File: config.mk
export PLATFORM = sky130hd
export DESIGN_NAME = reg_sequencer
export DESIGN_NICKNAME = d
export VERILOG_FILES = /design/src/rtl/reg_sequencer.sv
export SDC_FILE = /design/constraint.sdc
export NUM_CORES = 1
export LEC_CHECK = 0
export CAP_MARGIN = 0
export CORE_UTILIZATION = 40
export CTS_CLUSTER_DIAMETER = 40
export DETAILED_ROUTE_END_ITERATION = 10
export DONT_BUFFER_PORTS = 1
export PLACE_DENSITY = 0.65
export RECOVER_POWER = 25
export SLEW_MARGIN = 20
export SYNTH_ARGS = -nofsm -noshare
export SYNTH_HDL_FRONTEND = slang
export SYNTH_SLANG_ARGS = --single-unit
File: constraint.sdc
create_clock -name clk -period 3.4 [get_ports clk]
set_input_delay 0.34 -clock clk [delete_from_list [all_inputs] [get_ports clk]]
set_output_delay 0.34 -clock clk [all_outputs]
set_load 0.02 [all_outputs]
File: src/rtl/reg_sequencer.sv
// Control sequencer for the byter register module: accepts 16-bit instructions,
// drives register-file selects/strobes and a req/ack data-memory handshake.
module reg_sequencer #(
    parameter int ADDR_W = 8,
    parameter int CNT_W  = 16
) (
    input  logic              clk,
    input  logic              reset,
    input  logic              instr_valid,
    input  logic [15:0]       instr,
    output logic              instr_ready,
    input  logic              mem_ack,
    output logic              mem_req,
    output logic              mem_we,
    output logic [ADDR_W-1:0] mem_addr,
    output logic              regEn,
    output logic              litEn,
    output logic              memEn,
    output logic [3:0]        SA,
    output logic [3:0]        SB,
    output logic [7:0]        lit,
    output logic [3:0]        alu_op,
    output logic              done,
    output logic              illegal,
    output logic [CNT_W-1:0]  retired
);
    typedef enum logic [2:0] {S_IDLE, S_READ, S_WRITE, S_MEMW, S_MEMWB} state_t;

    localparam logic [3:0] OP_LDI = 4'h1;
    localparam logic [3:0] OP_ALU = 4'h2;
    localparam logic [3:0] OP_LD  = 4'h3;
    localparam logic [3:0] OP_ST  = 4'h4;

    state_t           state_q, state_d;
    logic [15:0]      ir_q, ir_d;
    logic             illegal_q, illegal_d;
    logic [CNT_W-1:0] retired_q, retired_d;
    logic             accept;

    logic [3:0] op, rd, rs, aop;
    logic [7:0] imm8;

    assign op   = ir_q[15:12];
    assign rd   = ir_q[11:8];
    assign rs   = ir_q[7:4];
    assign aop  = ir_q[3:0];
    assign imm8 = ir_q[7:0];

    assign accept  = instr_valid && (state_q == S_IDLE);
    assign illegal = illegal_q;
    assign retired = retired_q;

    always_ff @(posedge clk) begin
        if (reset) begin
            state_q   <= S_IDLE;
            ir_q      <= '0;
            illegal_q <= 1'b0;
            retired_q <= '0;
        end else begin
            state_q   <= state_d;
            ir_q      <= ir_d;
            illegal_q <= illegal_d;
            retired_q <= retired_d;
        end
    end

    always_comb begin
        state_d     = state_q;
        instr_ready = 1'b0;
        mem_req     = 1'b0;
        mem_we      = 1'b0;
        mem_addr    = '0;
        regEn       = 1'b0;
        litEn       = 1'b0;
        memEn       = 1'b0;
        SA          = '0;
        SB          = '0;
        lit         = '0;
        alu_op      = '0;
        done        = 1'b0;

        case (state_q)
            S_IDLE: begin
                instr_ready = 1'b1;
                if (instr_valid) begin
                    case (instr[15:12])
                        OP_ALU:       state_d = S_READ;
                        OP_LD, OP_ST: state_d = S_MEMW;
                        default:      state_d = S_WRITE;
                    endcase
                end
            end
            S_READ: begin
                SA      = rd;
                SB      = rs;
                alu_op  = aop;
                state_d = S_WRITE;
            end
            S_WRITE: begin
                // NOP and illegal opcodes still pass through here to retire
                done    = 1'b1;
                state_d = S_IDLE;
                if (op == OP_LDI) begin
                    regEn = 1'b1;
                    litEn = 1'b1;
                    SA    = rd;
                    lit   = imm8;
                end else if (op == OP_ALU) begin
                    regEn  = 1'b1;
                    SA     = rd;
                    SB     = rs;
                    alu_op = aop;
                end
            end
            S_MEMW: begin
                mem_req  = 1'b1;
                mem_addr = ADDR_W'(imm8);
                if (op == OP_ST) begin
                    mem_we = 1'b1;
                    SB     = rs;
                end
                // a store retires on the ack cycle itself; a load needs writeback
                if (mem_ack) begin
                    if (op == OP_ST) begin
                        done    = 1'b1;
                        state_d = S_IDLE;
                    end else begin
                        state_d = S_MEMWB;
                    end
                end
            end
            S_MEMWB: begin
                regEn   = 1'b1;
                memEn   = 1'b1;
                SA      = rd;
                done    = 1'b1;
                state_d = S_IDLE;
            end
            default: state_d = S_IDLE;
        endcase
    end

    always_comb begin
        ir_d      = accept ? instr : ir_q;
        illegal_d = illegal_q | (accept && (instr[15:12] > OP_ST));
        retired_d = retired_q + {{(CNT_W-1){1'b0}}, done};
    end

    // Unused op codes beyond LD/ST are intentionally folded into the NOP path.
    logic unused_ok;
    assign unused_ok = ^{OP_LD};
endmodule
* After elaboration in Yosys (flattened, before gate mapping)
Cells that the tools add are included.
** Storage, ports and cells
- Input port bits :: 20
- Bits in registers :: 36
- Output and inout bits :: 52
** Operators by class
- $add $sub $neg :: 1
- Bitwise logic cells :: 1
- Equal/unequal tests :: 12
- Reduce and logical (&&, ||, !) cells :: 7
- Magnitude comparators :: 1
- Muxes and demuxes :: 30
** Operators with widths (number)
- $mux W4 :: 7
- $mux W8 :: 3
- $add A16 B1 Y16 :: 1
- $pmux W4 S2 :: 2
- $eq A4 B2 Y1 const B :: 3
- $pmux W4 S3 :: 1
- $mux W1 :: 10
- $mux W3 :: 3
- $pmux W3 S3 :: 1
- $eq A4 B3 Y1 const B :: 2
- $eq A3 B2 Y1 const B :: 2
- $reduce_or A2 Y1 :: 3
- $eq A4 B1 Y1 const B :: 1
- $gt A4 B3 Y1 const B :: 1
- $ne A2 B2 Y1 const B :: 2
- $pmux W1 S2 :: 2
- $pmux W2 S2 :: 1
- $eq A3 B1 Y1 const B :: 1
- $eq A3 B3 Y1 const B :: 1
- $logic_not A3 Y1 :: 1
- $logic_and A1 B1 Y1 :: 2
- $reduce_and A2 Y1 :: 1
- $or A1 B1 Y1 :: 1

* Longest topological paths before layout
- Depth in word-level cells :: 5
- Gate-level depth with buffers :: 10
- Gate-level depth less buffers :: 10

* Worst setup path after synthesis
OpenSTA, ideal clock, no wires.
- Path kind :: flip-flop to flip-flop
- From :: reg ir_q[15]
- To :: reg retired_q[12] (netlist: retired[12])
- Arrival time :: 2.923 ns
- Slack :: 0.356 ns
- Path buffers :: 0
- Data required time :: 3.279 ns
- Cell stages (with the launch flop) :: 11
- Period minus slack after synthesis :: 3.044 ns
- Setup time :: 0.121 ns
- Cells stage by stage :: dfxtp_1 -> or4b_2 -> o21ai_0 -> nand2_1 -> o21ai_0 -> ha_1 -> ha_1 -> nand2_1 -> nor2_1 -> nand3_1 -> mux2_2
** On the way
- Cells in the longest elaborated chain, start to end :: 5
** Ends and longest elaborated chain
- start, declared :: line 35 : logic [15:0] ir_q, ir_d;
- start signal, assigned :: line 61 : ir_q <= ir_d;
- $eq A4 B3 Y1 :: line 124 : if (op == OP_ST) begin
- $mux W1 :: line 124
- $mux W1 :: line 123 : if (mem_ack) begin
- $pmux W1 S2 :: line 82 : case (state_q)
- net done :: line 23 : output logic done,
- $add A16 B1 Y16 :: line 146 : retired_d = retired_q + {{(CNT_W-1){1'b0}}, done};
- end signal, assigned :: line 63 : retired_q <= retired_d;
- end, declared :: line 37 : logic [CNT_W-1:0] retired_q, retired_d;
The timed path passes the listed nets, and every way through them passes these cells.
A chain may end at the register's enable or synchronous reset.

* Worst setup path after layout
- From :: reg ir_q[15]
- To :: reg retired_q[15] (netlist: retired[15])
** On the way
- Cells in the longest elaborated chain, start to end :: 5
** Ends and longest elaborated chain (line)
- $eq A4 B3 Y1 :: 124
- $mux W1 :: 124
- $mux W1 :: 123
- $pmux W1 S2 :: 82
- $add A16 B1 Y16 :: 146
Every way passes these cells.

==> results.toml <==
[synth]
yosys.area_share.adder_pct = 1.379
ys_ff_latch = 36
yosys.cell_types.count = 40
ys_top_cells_by_area = "dfxtp_1 (40%), nand2_1 (9.3%), and2_1 (8.6%), a21oi_1 (5.5%), nor2_1 (4.6%)"
yosysTopAreaCell = "dfxtp_1"
syn_inst = 228
synth_nets = 250
synth_simple_gate_area_share_pct = 37.31
synth.top_cell.area_share_pct = 39.72
synthMuxAreaShare_pct = 3.034
ys_warn_count = 0
synth_top_family_by_area = "simple AND/OR/NAND/NOR gates"
synth_area_per_cell_um2 = 7.957
synthXorXnorAreaFrac_pct = 5.310
seq_area_frac_synth_pct = 39.72
synth-compound-area-share_pct = 8.621
synthesis.area_mm2 = 0.001814

[grt]
grt_max_degree = 41
grt_pass1_wl_um = 6396
globalRouteOverflowTotal = 0
grt_use_total_pct = 16.83
antenna_found_initial = 0
grt_pass1_vias = 1345

[die]
die_w_um = 69.35
num_rows = 24
die_y_um = 69.35
core_mm2 = 0.004354
start_util_pct = 41.67
dieArea_mm2 = 0.004809
num_io_pins = 72

[cts]
clkLatencyLatePin_ps = 290
clockBufferDepth = 2
cts_tree = "yes"
postCtsSetupBuffers = 0
h-tree-depth = 2
hold_buffers = 0
clk_pin_slew_ps = 70
cts.repair.resized = 0
cts_num_sinks = 36
numCtsBuffers = 5
cts_root_buf = "clkbuf_8"

[sta]
skew_ps = 3.593
tns_ps = 0
setup_viol = 0
report.final.slew_viol_count = 0
whs_ps = 116.3
relSlewSlack_pct = 45.01
period_needed_ps = 2902
worstMarginPinSlew_ps = 818.6
fin_ws_ps = 497.8
max_freq_mhz = 344.6
rsz0062_at_grt = "no"
finalHoldViolations = 0
post-route-period-util_pct = 85.36

[route]
drt-pass1-iter-count = 4
wire_per_inst_um = 13.87
ant_nets = 0
drtIter0Drc = 44
vias_per_cell = 5.215
wl_um = 3869
drc = 0
vias = 1455

[layout]
final_cell_mix = "nand2_1 (45), dfxtp_1 (36), and2_1 (25)"
drive_gt1_share_pct = 9.692
fillCellCount = 436
fin_nets = 248
stdcell_count = 279
antenna_cells = 0
layout_commonest_cell = "nand2_1"
area_delta_synth_final_pct = 6.552

[min_path]
hp-class = "in -> reg"

[pwr]
switching_share_pct = 23.54
p_clk_share_pct = 41.9
p_comb_share_pct = 6.8
p_leak_nw = 0.7134
finalPower_w = 0.0008882
powerDensity_mw_per_mm2 = 459.5
peakVddDrop_mv = 0.2309
power.switching_w = 0.0002090
p_int_w = 0.0006792
power_frac_seq_pct = 51.2

[worst_setup_path]
ff2ff_setup_slack_ps = 500
worst-path-buf-inv = 0
setup.worst_path.end_class = "flop"
slowest_stage = "or4b_2"
arrival_ps = 3090
crit_chain = "or4b_2, o21ai_0, nand2_1, o21ai_0, ha_1, nand3_1, nor4_2, nand3_1, mux2_2"
crit_fanout = 6
start_kind = "flop"
required_ps = 3580
crit_family = "simple AND/OR/NAND/NOR gates"
max_stage_delay_ps = 720
worstSetupPathType = "reg -> reg"

[job]
drv_cap = 0

[placed_design]
port_buffers = 0
place_hpwl_um = 2762
gp_congestion = 0.7827
dp_slack_ps = 520.0
dpl.cell_count = 271

[run_status]
status = "complete, no violations"
==> registers in the layout, summed over array words and instances, names as in the netlist <==
register and flops:
illegal 1, state_q 3, retired 16, ir_q 16
==> power by group through the flow <==
| stage | clock, W | sequential (W) | combinational (W) |
|---|---|---|---|
| floorplan | 0 | 0.000459 | 0.0000620 |
| global placement | 0 | 0.000464 | 0.0000610 |
| detailed placement | 0 | 0.000465 | 0.0000614 |
| CTS | 0.000382 | 0.000455 | 0.0000617 |
| global route | 0.000405 | 0.000458 | 0.0000687 |
| finish | 0.000372 | 0.000455 | 0.0000606 |
==> cells by family after synthesis <==
| kind of cell | count (synthesis) |
|---|---|
| flops | 36 |
| mux | 5 |
| simple gates | 130 |
| buf+inv | 16 |
| fa+ha+maj | 2 |
| compound gates | 28 |
| xor+xnor | 11 |
==> metrics by stage <==
stage	utilization [%]	cell area [um^2]
floorplan	-	1814
global placement	41.93	1826
detailed placement	41.93	1826
CTS	44.40	1933
global route	44.40	1933
finish	44.40	1933
==> cells in the mapped netlist <==
cell / instances
nand2_1: 45
dfxtp_1: 36
and2_1: 25
nor2_1: 22
a21oi_1: 20
xnor2_1: 9
nand3_1: 8
nor3_1: 7
nor2b_1: 6
inv_1: 5
clkbuf_1: 4
mux2_2: 4
nor3b_1: 4
o21ai_0: 4
buf_2: 2
ha_1: 2
xor2_1: 2
a31o_2: 1
a32oi_1: 1
and2b_2: 1
and3_1: 1
and4bb_2: 1
buf_1: 1
buf_4: 1
buf_6: 1
clkbuf_8: 1
inv_2: 1
mux2i_1: 1
nand2b_1: 1
nand3b_1: 1
nor4_1: 1
nor4_2: 1
nor4_4: 1
o21ai_2: 1
o32a_1: 1
or2_2: 1
or3_1: 1
or3b_4: 1
or4_4: 1
or4b_2: 1
==> cell type report <==
class                      count  area, um^2  area share, %
sequential                    36       720.7          37.28
timing repair buffer           1       7.507         0.3884
inverter                       6       22.52          1.165
clock inverter                 2       35.03          1.812
multi-input combinational    176        1010          52.23
clock buffer                   6       72.57          3.754
tap                           52       65.06          3.366
==> path summary, 6_finish.rpt <==
check / start / to / cells after the start
worst max-delay path: ir_q[15]$_SDFFE_PP0P_ / retired[15]$_SDFF_PP0_ / 9
worst min-delay path: reset / retired[9]$_SDFF_PP0_ / 1
worst max register to register: ir_q[15]$_SDFFE_PP0P_ / retired[15]$_SDFF_PP0_ / 9
worst min register to register: ir_q[8]$_SDFFE_PP0P_ / ir_q[8]$_SDFFE_PP0P_ / 2
==> routing by layer <==
layer	vias up	global-route usage (%)	wire, um
met4	0	6.122	60
li1	743	-	-
met3	5	6.977	313
met2	53	27.18	1778
met5	-	0	0
met1	654	19.95	1717
==> worst reg2reg max path, stage by stage, from the launching register on <==
cell	delay, ps
dfxtp_1	360
or4b_2	720
o21ai_0	170
nand2_1	70
o21ai_0	270
ha_1	230
nand3_1	210
nor4_2	350
nand3_1	140
mux2_2	280
(Power assumes the default switching activity.)
